[config.mk]
export PLATFORM = sky130hd
export DESIGN_NAME = axi_wr_burst_scheduler
export DESIGN_NICKNAME = d
export VERILOG_FILES = /design/src/rtl/axi_wr_burst_scheduler.sv
export SDC_FILE = /design/constraint.sdc
export NUM_CORES = 1
export LEC_CHECK = 0
export BUFFER_PORTS_ARGS = -buffer_cell sky130_fd_sc_hd__buf_4
export CORE_MARGIN = 8
export CORE_UTILIZATION = 24
export CTS_CLUSTER_DIAMETER = 100
export DETAILED_ROUTE_END_ITERATION = 10
export MAX_ROUTING_LAYER = met4
export RECOVER_POWER = 100
export SYNTH_ARGS = -nofsm -noshare
export SYNTH_HDL_FRONTEND = slang
export SYNTH_SLANG_ARGS = --single-unit
[constraint.sdc]
create_clock -name clk -period 4.7 [get_ports clk]
set_clock_uncertainty 0.15 [all_clocks]
set_input_delay 0.47 -clock clk [delete_from_list [all_inputs] [get_ports clk]]
set_output_delay 0.47 -clock clk [all_outputs]
set_load 0.005 [all_outputs]
[src/rtl/axi_wr_burst_scheduler.sv]
// Round-robin AW/W scheduler with per-core outstanding limits and BID-routed B path; QOS_PRIORITY_EN adds QoS-first arbitration.
// Grant is registered one cycle after request and held to WLAST; cores stall via ready; the B path is combinational.
module axi_wr_burst_scheduler #(
  parameter int NUM_MASTERS     = 8,
  parameter int MAX_OUTSTANDING = 4
) (
  input  logic                     clk,
  input  logic                     rst_n,
  input  logic [NUM_MASTERS-1:0]   core_awvalid,
  input  logic [4*NUM_MASTERS-1:0] core_awqos,
  output logic [NUM_MASTERS-1:0]   core_awready,
  output logic                     noc_awvalid,
  input  logic                     noc_awready,
  input  logic [NUM_MASTERS-1:0]   core_wvalid,
  input  logic [NUM_MASTERS-1:0]   core_wlast,
  output logic [NUM_MASTERS-1:0]   core_wready,
  output logic                     noc_wvalid,
  input  logic                     noc_wready,
  output logic [2:0]               sel,
  input  logic                     noc_bvalid,
  input  logic [2:0]               noc_bid,
  output logic                     noc_bready,
  output logic [NUM_MASTERS-1:0]   core_bvalid,
  input  logic [NUM_MASTERS-1:0]   core_bready,
  output logic                     busy,
  output logic                     err_unexp_b
);

  typedef enum logic [1:0] {IDLE, ADDR, DATA} state_t;

  state_t                        state_q, state_d;
  logic [2:0]                    ptr_q, ptr_d;
  logic [2:0]                    sel_q, sel_d;
  logic [NUM_MASTERS-1:0]        grant_q, grant_d;
  logic [NUM_MASTERS-1:0][2:0]   ocnt_q, ocnt_d;
  logic                          err_q, err_d;

  logic [NUM_MASTERS-1:0]        full, eligible, cand;
  logic                          pick_vld;
  logic [2:0]                    pick_idx;
  logic                          aw_hs, w_hs, b_hs;

  always_comb begin
    for (int i = 0; i < NUM_MASTERS; i++) begin
      full[i] = (ocnt_q[i] == 3'(MAX_OUTSTANDING));
    end
  end

  assign eligible = core_awvalid & ~full;

`ifdef QOS_PRIORITY_EN
  logic [3:0] max_qos;

  always_comb begin
    max_qos = '0;
    for (int i = 0; i < NUM_MASTERS; i++) begin
      if (eligible[i] && (core_awqos[4*i +: 4] > max_qos)) begin
        max_qos = core_awqos[4*i +: 4];
      end
    end
    for (int i = 0; i < NUM_MASTERS; i++) begin
      cand[i] = eligible[i] && (core_awqos[4*i +: 4] == max_qos);
    end
  end
`else
  logic unused_qos;
  assign unused_qos = ^core_awqos;
  assign cand       = eligible;
`endif

  // Scan downwards so the closest candidate at or after ptr wins.
  always_comb begin
    pick_vld = 1'b0;
    pick_idx = '0;
    for (int i = NUM_MASTERS - 1; i >= 0; i--) begin
      if (cand[3'(ptr_q + 3'(i))]) begin
        pick_vld = 1'b1;
        pick_idx = ptr_q + 3'(i);
      end
    end
  end

  assign noc_awvalid  = (state_q == ADDR);
  assign core_awready = (state_q == ADDR) ? (grant_q & {NUM_MASTERS{noc_awready}}) : '0;
  assign noc_wvalid   = (state_q == DATA) && core_wvalid[sel_q];
  assign core_wready  = (state_q == DATA) ? (grant_q & {NUM_MASTERS{noc_wready}}) : '0;
  assign sel          = sel_q;

  assign aw_hs = noc_awvalid && noc_awready;
  assign w_hs  = noc_wvalid && noc_wready;

  always_comb begin
    for (int i = 0; i < NUM_MASTERS; i++) begin
      core_bvalid[i] = noc_bvalid && (noc_bid == 3'(i));
    end
  end

  assign noc_bready  = core_bready[noc_bid];
  assign b_hs        = noc_bvalid && noc_bready;
  assign busy        = (state_q != IDLE) || (|ocnt_q);
  assign err_unexp_b = err_q;

  always_comb begin
    state_d = state_q;
    ptr_d   = ptr_q;
    sel_d   = sel_q;
    grant_d = grant_q;
    case (state_q)
      IDLE: begin
        if (pick_vld) begin
          grant_d           = '0;
          grant_d[pick_idx] = 1'b1;
          sel_d             = pick_idx;
          state_d           = ADDR;
        end
      end
      ADDR: begin
        if (aw_hs) begin
          ptr_d   = sel_q + 3'd1;
          state_d = DATA;
        end
      end
      DATA: begin
        if (w_hs && core_wlast[sel_q]) begin
          grant_d = '0;
          state_d = IDLE;
        end
      end
      default: state_d = IDLE;
    endcase
  end

  // Same-cycle AW increment and B decrement on one core cancel out.
  always_comb begin
    for (int i = 0; i < NUM_MASTERS; i++) begin
      ocnt_d[i] = ocnt_q[i];
      if ((aw_hs && (sel_q == 3'(i)) && !full[i]) &&
          !(b_hs && (noc_bid == 3'(i)) && (ocnt_q[i] != 3'd0))) begin
        ocnt_d[i] = ocnt_q[i] + 3'd1;
      end else if (!(aw_hs && (sel_q == 3'(i)) && !full[i]) &&
                   (b_hs && (noc_bid == 3'(i)) && (ocnt_q[i] != 3'd0))) begin
        ocnt_d[i] = ocnt_q[i] - 3'd1;
      end
    end
    err_d = err_q || (b_hs && (ocnt_q[noc_bid] == 3'd0));
  end

  always_ff @(posedge clk or negedge rst_n) begin
    if (!rst_n) begin
      state_q <= IDLE;
      ptr_q   <= '0;
      sel_q   <= '0;
      grant_q <= '0;
      ocnt_q  <= '0;
      err_q   <= 1'b0;
    end else begin
      state_q <= state_d;
      ptr_q   <= ptr_d;
      sel_q   <= sel_d;
      grant_q <= grant_d;
      ocnt_q  <= ocnt_d;
      err_q   <= err_d;
    end
  end

endmodule

==> results of run 1 <==
[report_power, final]
part | leakage, uW | total [uW] | switching, uW | internal, uW
clock network | 0.0000700 | 340 | 131 | 208
registers | 0.000506 | 735 | 225 | 510
logic | 0.00146 | 2300 | 1300 | 1000
total | 0.00203 | 3380 | 1660 | 1720
[metal layers]
layer,track usage [%],vias to the layer above,share of wire [%]
met5,-,-,0
met4,3.56,0,1.3
met3,2.62,10,6.9
met2,20.1,101,47
met1,17.0,1784,45
li1,-,1755,-
[critical path, cell delays in order, from the launching register on]
cell      delay, ps
dfrtp_1         470
clkinv_1         90
buf_4           210
ha_1            770
nand2_1         160
o22a_1          260
mux4_2          530
and3_1          170
a31oi_1         530
nand2_1         290
o32ai_1         320
[synthesized netlist by cell type, types with 5 or more instances]
cell and number:
a21oi_1 9, and2_1 9, and3_1 11, clkbuf_1 16
dfrtp_1 41, fa_1 8, ha_1 16, inv_1 25
mux2_2 9, mux2i_1 5, mux4_2 16, nand2_1 44
nand2b_1 10, nand3_1 9, nor2_1 35, nor2b_1 11
nor3_1 18, nor3b_1 8, o21ai_0 13, o22a_1 5
o22ai_1 5, o32ai_1 10, or3b_2 6, xnor2_1 8
xor2_1 17
[metrics by stage]
step / hold slack, ps / utilization (%) / total power [uW] / std cells
finish: 324 / 29.6 / 3380 / 724
global route: 362 / 29.6 / 3670 / 724
CTS: 47.0 / 29.8 / 3400 / 724
detailed placement: 322 / 28.9 / 3040 / 717
global placement: 320 / 28.9 / 2960 / 717
floorplan: 24.4 / - / 2400 / 441
[how the worst max path moves through the flow]
stage / endpoint / slack, ps / cells past startpoint
floorplan: grant_q[3] / 960 / 13
global placement: grant_q[3] / 800 / 11
detailed placement: grant_q[4] / 740 / 11
CTS: grant_q[4] / 710 / 11
global route: grant_q[2] / 330 / 10
finish: grant_q[4] / 620 / 10
[registers in the layout (all words and copies together) (netlist names)]
name and cells:
ptr_q 3, state_q 2, grant_q 8, sel 3, err_unexp_b 1, ocnt_q 24
[area by class of cell]
| type | count | area [um^2] |
|---|---|---|
| multi-input combinational | 354 | 2770 |
| fill | 1712 | 11500 |
| clock buffer | 7 | 143 |
| tap | 220 | 275 |
| sequential | 41 | 1030 |
| inverter | 27 | 101 |
| timing repair buffer | 75 | 541 |
[kinds of logic after synthesis]
family,after synthesis,synth area share [%]
AOI/OAI and AO/OA,91,17.9
xor gates and xnor gates,25,5.50
adders and majority gates,24,9.05
buffers and inverters,46,4.40
DFF,41,25.8
muxes,31,13.2
and+or+nand+nor,183,24.2
==> metrics.md, run 1 <==
| Metric | Value |
|---|---|
| Outcome | `complete, but fails checks` |
| Failing checks | `capacitance limit, slew limit` |
| Die Footprint | `21000 um^2` |
| RSZ-0062 raised after global routing | `false` |
| Vias | `3650` |
| CP Launch Type | `register` |
| Ys flop type | `dfrtp_1` |
| CTS Sinks | `41` |
| Floorplan core area | `16400 um^2` |
| Synth top area share | `25.8%` |
| Std cell rows | `47` |
| Cts repair resizes | `0` |
| Pleak | `0.00203 uW` |
| Number of distinct library cells after synthesis | `64` |
| Die H | `145 um` |
| Initial antenna violation count | `0` |
| Post-synth ARST share | `100%` |
| CTS Buffer Depth | `2` |
| Synth area leaders | `dfrtp_1 (26%), mux4_2 (9.1%), ha_1 (5.0%), nand2_1 (4.1%), fa_1 (4.0%)` |
| Syn Nets | `537` |
| Port-buffer cells | `71` |
| I/O pins | `104` |
| CP startpoint | `ptr_q[0]` |
| Number of synthesized flops with an enable pin | `0` |
| Syn Area/Cell | `9.03 um^2` |
| Number of buffers created by CTS | `5` |
| Design area | `4860 um^2` |
| Most common cell after layout, fill and taps aside | `buf_4` |
| Effective utilization at floorplan | `24.3%` |
| Routed Antenna Nets | `0` |
| Skew-Pair Late Insertion Delay | `280 ps` |
| Die Width | `145 um` |
| Crit path DAT | `4100 ps` |
| Final setup margin | `618 ps` |
| Vias in the first global route | `3696` |
| Post-CTS Hold Buffers | `0` |
| Crit Path Category | `reg2reg` |
| #FFs+latches synth | `41` |
| Setup Buffers After CTS | `0` |
| Grt total ovfl | `0` |
| Wire length of the first global-routing pass | `20.6 mm` |
| Worst EP required | `4720 ps` |
| IR drop worst, VDD | `235 uV` |
| Path type of the worst min-delay path | `reg2reg` |
| Post-synthesis cell count | `441` |
| Power per standard cell area | `695 nW/um^2` |
| RR Endpoint | `grant_q[4]` |
| Slew @ Worst Pin | `2340 ps` |
| Leading area contributor after synthesis | `dfrtp_1` |
| 1st-iter DRT viols | `250` |
| Setup violators final | `0` |
| Layout area overhead | `22.1%` |
| Worst R2R Setup Slack | `620 ps` |
| Pre-antenna DRT Iters | `4` |
| Sequential fraction of the synthesis area | `25.8%` |
| Root Buffer | `clkbuf_16` |
| Largest net degree at the start of global routing | `42` |
| Antenna cells | `0` |
| DP Worst Slack | `744 ps` |
| Vias per cell | `5.04` |
| Most frequent cells in the layout | `buf_4 (49), nand2_1 (44), dfrtp_1 (41)` |
| Final HPWL DP | `10.5 mm` |
| Synthesis warning total | `0` |
| CTS tree | `yes` |
| Worst r2r path cells | `10` |
| Synthesized area | `3980 um^2` |
| CP endpoint kind | `register` |
| Placer congestion estimate | `0.900` |
| Final period util | `86.9%` |
| Slew HR | `-56.0%` |
| Global Route Usage Sum | `13.0%` |
| Hold path startpoint | `err_unexp_b` |
| Worst Hold Endpoint | `err_unexp_b` |
| Layout cell share with drive strength beyond 1 | `23.2%` |
| Max-Cap Viols | `1` |
| Detailed Route WL | `13.1 mm` |
| Largest fanout on the critical path | `22` |
| Worst reg2reg startpoint | `ptr_q[0]` |
| Final #Nets | `600` |
| Setup TNS | `0 ps` |
| Hold path depth | `1` |
| Worst-path clk slew | `60 ps` |
| Routed WL per cell | `18.1 um` |
| Area post-placement | `4740 um^2` |
| Final min period | `4080 ps` |
| H-tree levels | `2` |
| Final Hold Vio Count | `0` |
| Highest Clock Rate | `245 MHz` |
| Residual DRC | `0` |
| Max-slew violations | `42` |
(Power assumes the default switching activity.)
==> run 2: changes to the inputs <==
REMOVE_ABC_BUFFERS = 1   (was default)
SKIP_LAST_GASP = 1   (was default)
==> run 2 against run 1 <==
  * The flow still finishes with violations (capacitance limit, slew limit)
  * Count of clock-buffer cells in the layout shrank 2
  * Clock power grew 18%
  * Final cell count grew 0.14%
  * Worst hold slack gained 21 ps
  * Die area is the same
  * Total power grew 1.8%
  * Setup slack gained 22 ps
  * Largest cell class unchanged
==> metrics.md, run 2 (synthesis results as in run 1) <==
| Metric | Value |
|---|---|
| Final HPWL DP | `10.3 mm` |
| Most common cell after layout, fill and taps aside | `buf_4` |
| Final setup margin | `640 ps` |
| H-tree levels | `2` |
| Routed WL per cell | `17.6 um` |
| Floorplan core area | `16400 um^2` |
| Final Hold Vio Count | `0` |
| I/O pins | `104` |
| # placed instances | `717` |
| Layout cell share with drive strength beyond 1 | `24.0%` |
| Fillcell total | `1717` |
| Outcome | `complete, but fails checks` |
| Sequential cell area | `1030 um^2` |
| Cts repair resizes | `0` |
| Global Route Usage Sum | `12.5%` |
| Max-slew violations | `42` |
| Wire length of the first global-routing pass | `20.1 mm` |
| Effective utilization at floorplan | `24.3%` |
| Max-Cap Viols | `1` |
| Worst EP required | `4730 ps` |
| Port-buffer cells | `71` |
| CP startpoint | `ptr_q[0]` |
| Grt total ovfl | `0` |
| CTS tree | `yes` |
| Setup violators final | `0` |
| Crit-path cells | `buf_4 > ha_1 > nor2b_1 > or2_0 > mux4_2 > mux2i_1 > nor3_1 > a31oi_1 > nand2_1 > o32ai_1` |
| CTS Sinks | `41` |
| Slew HR | `-56.3%` |
| Post-CTS Hold Buffers | `0` |
| Worst R2R Setup Slack | `640 ps` |
| Critical Path Slowest Stage Cell | `a31oi_1` |
| Largest register FFs | `24` |
| Worst reg2reg startpoint | `ptr_q[0]` |
| Die Width | `145 um` |
| Multi-input gate area | `2770 um^2` |
| DP Worst Slack | `962 ps` |
| Largest net degree at the start of global routing | `42` |
| Largest fanout on the critical path | `26` |
| CTS Buffer Depth | `2` |
| Final instance count without filler cells | `725` |
| Most flops, register | `ocnt_q` |
| Path type of the worst min-delay path | `reg2reg` |
| RR Endpoint | `grant_q[2]` |
| Most frequent cells in the layout | `buf_4 (50), nand2_1 (44), dfrtp_1 (41)` |
| Residual DRC | `0` |
| Skew-Pair Late Insertion Delay | `280 ps` |
| Failing checks | `capacitance limit, slew limit` |
| Vias | `3747` |
| Routed Antenna Nets | `0` |
| Initial antenna violation count | `0` |
| Worst r2r path cells | `10` |
| Final min period | `4060 ps` |
| Vias in the first global route | `3763` |
| 1st-iter DRT viols | `324` |
| Largest registers | `ocnt_q (24), grant_q (8)` |
| Final #Nets | `600` |
| Crit Path Category | `reg2reg` |
| Number of buffers created by CTS | `5` |
| CP Launch Type | `register` |
| IR drop worst, VDD | `200 uV` |
| Die Footprint | `21000 um^2` |
| Detailed Route WL | `12.8 mm` |
| Pre-antenna DRT Iters | `5` |
| Slew @ Worst Pin | `2340 ps` |
| Pleak | `0.00205 uW` |
| Util after Layout | `29.8%` |
| Vias per cell | `5.17` |
| Final period util | `86.4%` |
| Std cell rows | `47` |
| Setup TNS | `0 ps` |
| RSZ-0062 raised after global routing | `false` |
| CP endpoint kind | `register` |
| Layout area overhead | `23.0%` |
| Power per standard cell area | `702 nW/um^2` |
| Antenna cells | `0` |
| Setup Buffers After CTS | `0` |
| CP Capture Point | `grant_q[2]` |
| Placer congestion estimate | `0.926` |
| Die H | `145 um` |
| Crit path DAT | `4090 ps` |
| Highest Clock Rate | `246 MHz` |
| Worst-path clk slew | `60 ps` |
| Min Hold Slack | `344 ps` |
| Crit-path max cell delay | `650 ps` |
| Root Buffer | `clkbuf_16` |
run 2: cell type report:
class                      instances  area share [%]
inverter                          27            2.07
clock buffer                       5            2.56
timing repair buffer              75            11.2
clock inverter                     3           0.946
sequential                        41            21.0
multi-input combinational        354            56.6
tap                              220            5.62
run 2: worst min-delay path by stage:
stage	startpoint	end	depth (start not counted)
after floorplan	rst_n	err_unexp_b	0
after global placement	err_unexp_b	err_unexp_b	1
after detailed placement	err_unexp_b	err_unexp_b	1
after CTS	rst_n	ocnt_q[5]	1
after global routing	noc_awready	state_q[0]	3
final	err_unexp_b	err_unexp_b	1
run 2: per-layer routing:
metal / global-route usage, % / part of all wire [%] / vias up
met5: - / 0 / -
met4: 3.94 / 1.7 / 0
met3: 2.07 / 6.5 / 16
met2: 19.5 / 46 / 117
met1: 16.3 / 46 / 1853
li1: - / - / 1761
run 2: worst max-delay path: cells and delay by family (launching register included):
kind | cells | cell delay (ps)
and+or+nand+nor | 4 | 990
AOI/OAI and AO/OA | 2 | 960
muxes | 2 | 870
DFF | 1 | 350
adders and majority gates | 1 | 330
buffers and inverters | 1 | 290
run 2: stage by stage:
step,power [uW],area (um^2)
finish,3440,4890
global route,3700,4890
CTS,3440,4920
detailed placement,3030,4740
global placement,2950,4740
floorplan,2360,3910
run 2: report_power, final:
| part | switching (uW) | leakage, uW | internal (uW) | total, uW |
|---|---|---|---|---|
| registers | 224 | 0.000506 | 509 | 734 |
| clock network | 148 | 0.0000800 | 252 | 400 |
| logic | 1300 | 0.00146 | 1000 | 2300 |
==> run 3: changes to the inputs <==
--- a/config.mk
+++ b/config.mk
@@ -18,2 +18,3 @@
 export SYNTH_HDL_FRONTEND = slang
 export SYNTH_SLANG_ARGS = --single-unit
+export TNS_END_PERCENT = 100
==> constraint.sdc (replaced) <==
create_clock -name clk -period 4.7 [get_ports clk]
set_clock_uncertainty 0.15 [all_clocks]
set_input_delay 0 -clock clk [delete_from_list [all_inputs] [get_ports clk]]
set_output_delay 0 -clock clk [all_outputs]
set_load 0.005 [all_outputs]
==> run 3 against run 2 <==
  * The run still ends with capacitance limit, slew limit left
  * Global-route usage rose by 0.21 points
  * Clock power barely moved
  * Total power rose by 0.22%
  * Critical path type unchanged
  * Flip-flop and latch count did not move
  * Final cell count rose by 0.69%
  * Non-clock buffer count rose by 5
  * Wire length rose by 2.1%
  * Critical endpoint is now grant_q[1]
  * Utilization rose by 0.24 points
  * Worst hold slack got worse by 180 ps
  * Setup slack got worse by 59 ps
  * Combinational power barely moved
  * Sequential share of layout area fell by 0.17 points
==> metrics.md, run 3 (synthesis results as in run 1) <==
| Metric | Value |
|---|---|
| Outcome | `complete, but fails checks` |
| Failing checks | `capacitance limit, slew limit` |
| Met2 usage | `20.3%` |
| CP Launch Type | `register` |
| Max-slew violations | `42` |
| CTS Sinks | `41` |
| Antenna cells | `0` |
| CP endpoint kind | `register` |
| Min Hold Slack | `161 ps` |
| Pre-antenna DRT Iters | `5` |
| Global Route Usage Sum | `12.7%` |
| Global-route met1 utilization | `16.7%` |
| Power Total | `3450 uW` |
| H-tree levels | `2` |
| Floorplan core area | `16400 um^2` |
| I/O pins | `104` |
| CTS Buffer Depth | `2` |
| Final HPWL DP | `10.5 mm` |
| Busiest layer in global routing | `met2` |
| Cts repair resizes | `0` |
| Setup TNS | `0 ps` |
| Residual DRC | `0` |
| Root Buffer | `clkbuf_16` |
| Met3 Use GR | `1.54%` |
| Largest register FFs | `24` |
| Largest fanout on the critical path | `26` |
| Routed Antenna Nets | `0` |
| Grt total ovfl | `0` |
| Final min period | `4120 ps` |
| Layout area overhead | `24.0%` |
| Final #Nets | `605` |
| Crit path DAT | `4190 ps` |
| Vias | `3765` |
| Most flops, register | `ocnt_q` |
| Final Hold Vio Count | `0` |
| Vias in the first global route | `3726` |
| Final setup margin | `581 ps` |
| Die Footprint | `21000 um^2` |
| Vias per cell | `5.16` |
| Initial antenna violation count | `0` |
| Post-CTS Hold Buffers | `5` |
| Path type of the worst min-delay path | `in2reg` |
| Max-Cap Viols | `1` |
| Highest Clock Rate | `243 MHz` |
| Layout cell share with drive strength beyond 1 | `23.3%` |
| CTS tree | `yes` |
| Number of buffers created by CTS | `5` |
| Setup violators final | `0` |
| Wire length of the first global-routing pass | `20.4 mm` |
| Routed WL per cell | `17.9 um` |
| Pleak | `0.00206 uW` |
| Most common cell after layout, fill and taps aside | `buf_4` |
| Skew-Pair Late Insertion Delay | `290 ps` |
| Crit Path Category | `reg2reg` |
| Worst-path clk slew | `70 ps` |
| Largest registers | `ocnt_q (24), grant_q (8)` |
| Final instance count without filler cells | `730` |
| Power per standard cell area | `698 nW/um^2` |
| IR drop worst, VDD | `224 uV` |
| Effective utilization at floorplan | `24.3%` |
| Slew @ Worst Pin | `2330 ps` |
| Worst EP required | `4780 ps` |
| Setup Buffers After CTS | `0` |
| RSZ-0062 raised after global routing | `false` |
| Std cell rows | `47` |
| Final period util | `87.6%` |
| # placed instances | `717` |
| Die H | `145 um` |
| Largest net degree at the start of global routing | `42` |
| Detailed Route WL | `13.0 mm` |
| Most frequent cells in the layout | `buf_4 (48), nand2_1 (44), dfrtp_1 (41)` |
| Port-buffer cells | `71` |
| Slew HR | `-55.5%` |
| Die Width | `145 um` |
| Placer congestion estimate | `0.924` |
| 1st-iter DRT viols | `353` |
| DP Worst Slack | `945 ps` |
run 3: cell count changes in the layout (fill, tap and decap cells not counted), sizes merged:
cell / change
buf: -1
clkbuf: +1
dlygate4sd3: +5
run 3: metrics by stage:
stage          util [%]  cell area (um^2)
6_report           30.1              4930
5_1_grt            30.1              4930
4_1_cts            30.3              4970
3_5_place_dp       28.9              4740
3_3_place_gp       28.9              4740
2_1_floorplan         -              3910
run 3: cell type report:
type                            instances  area [um^2]
Inverter                               27          101
Fill cell                            1708        11500
Timing Repair Buffer                   80          588
Multi-Input combinational cell        354         2770
Sequential cell                        41         1030
Clock inverter                          3         46.3
Tap cell                              220          275
Clock buffer                            5          125
run 3: final timing paths:
| path | start | endpoint | slack (ps) | cells after the start |
|---|---|---|---|---|
| worst max register to register | ptr_q[0] | grant_q[1] | 580 | 10 |
| max in group asynchronous | rst_n | sel[1] | 2240 | 2 |
| worst min register to register | ocnt_q[2] | ocnt_q[2] | 350 | 1 |
| min in group asynchronous | rst_n | ocnt_q[5] | 820 | 2 |
| worst max-delay path | ptr_q[0] | grant_q[1] | 580 | 10 |
| worst min-delay path | noc_bid[1] | ocnt_q[9] | 160 | 4 |
run 3: power by group:
| group | switching, uW | internal [uW] | leakage [uW] |
|---|---|---|---|
| Sequential | 227 | 509 | 0.000506 |
| Combinational | 1310 | 1000 | 0.00147 |
| Clock | 148 | 251 | 0.0000800 |
| Total | 1680 | 1760 | 0.00206 |
run 3: metal layers:
metal,share of wire [%],vias up
met5,0,-
met1,45,1854
li1,-,1762
met2,47,138
met3,6.5,11
met4,1.4,0
run 3: worst max-delay path, cell delays in order, from the launching register on:
cell and delay, ps:
dfrtp_1 360, clkbuf_2 470, ha_1 380, nor2b_1 190, or2_0 410, mux4_2 620, mux2i_1 250, nand3b_1 150
a21oi_1 90, a221oi_1 690, a32o_1 290
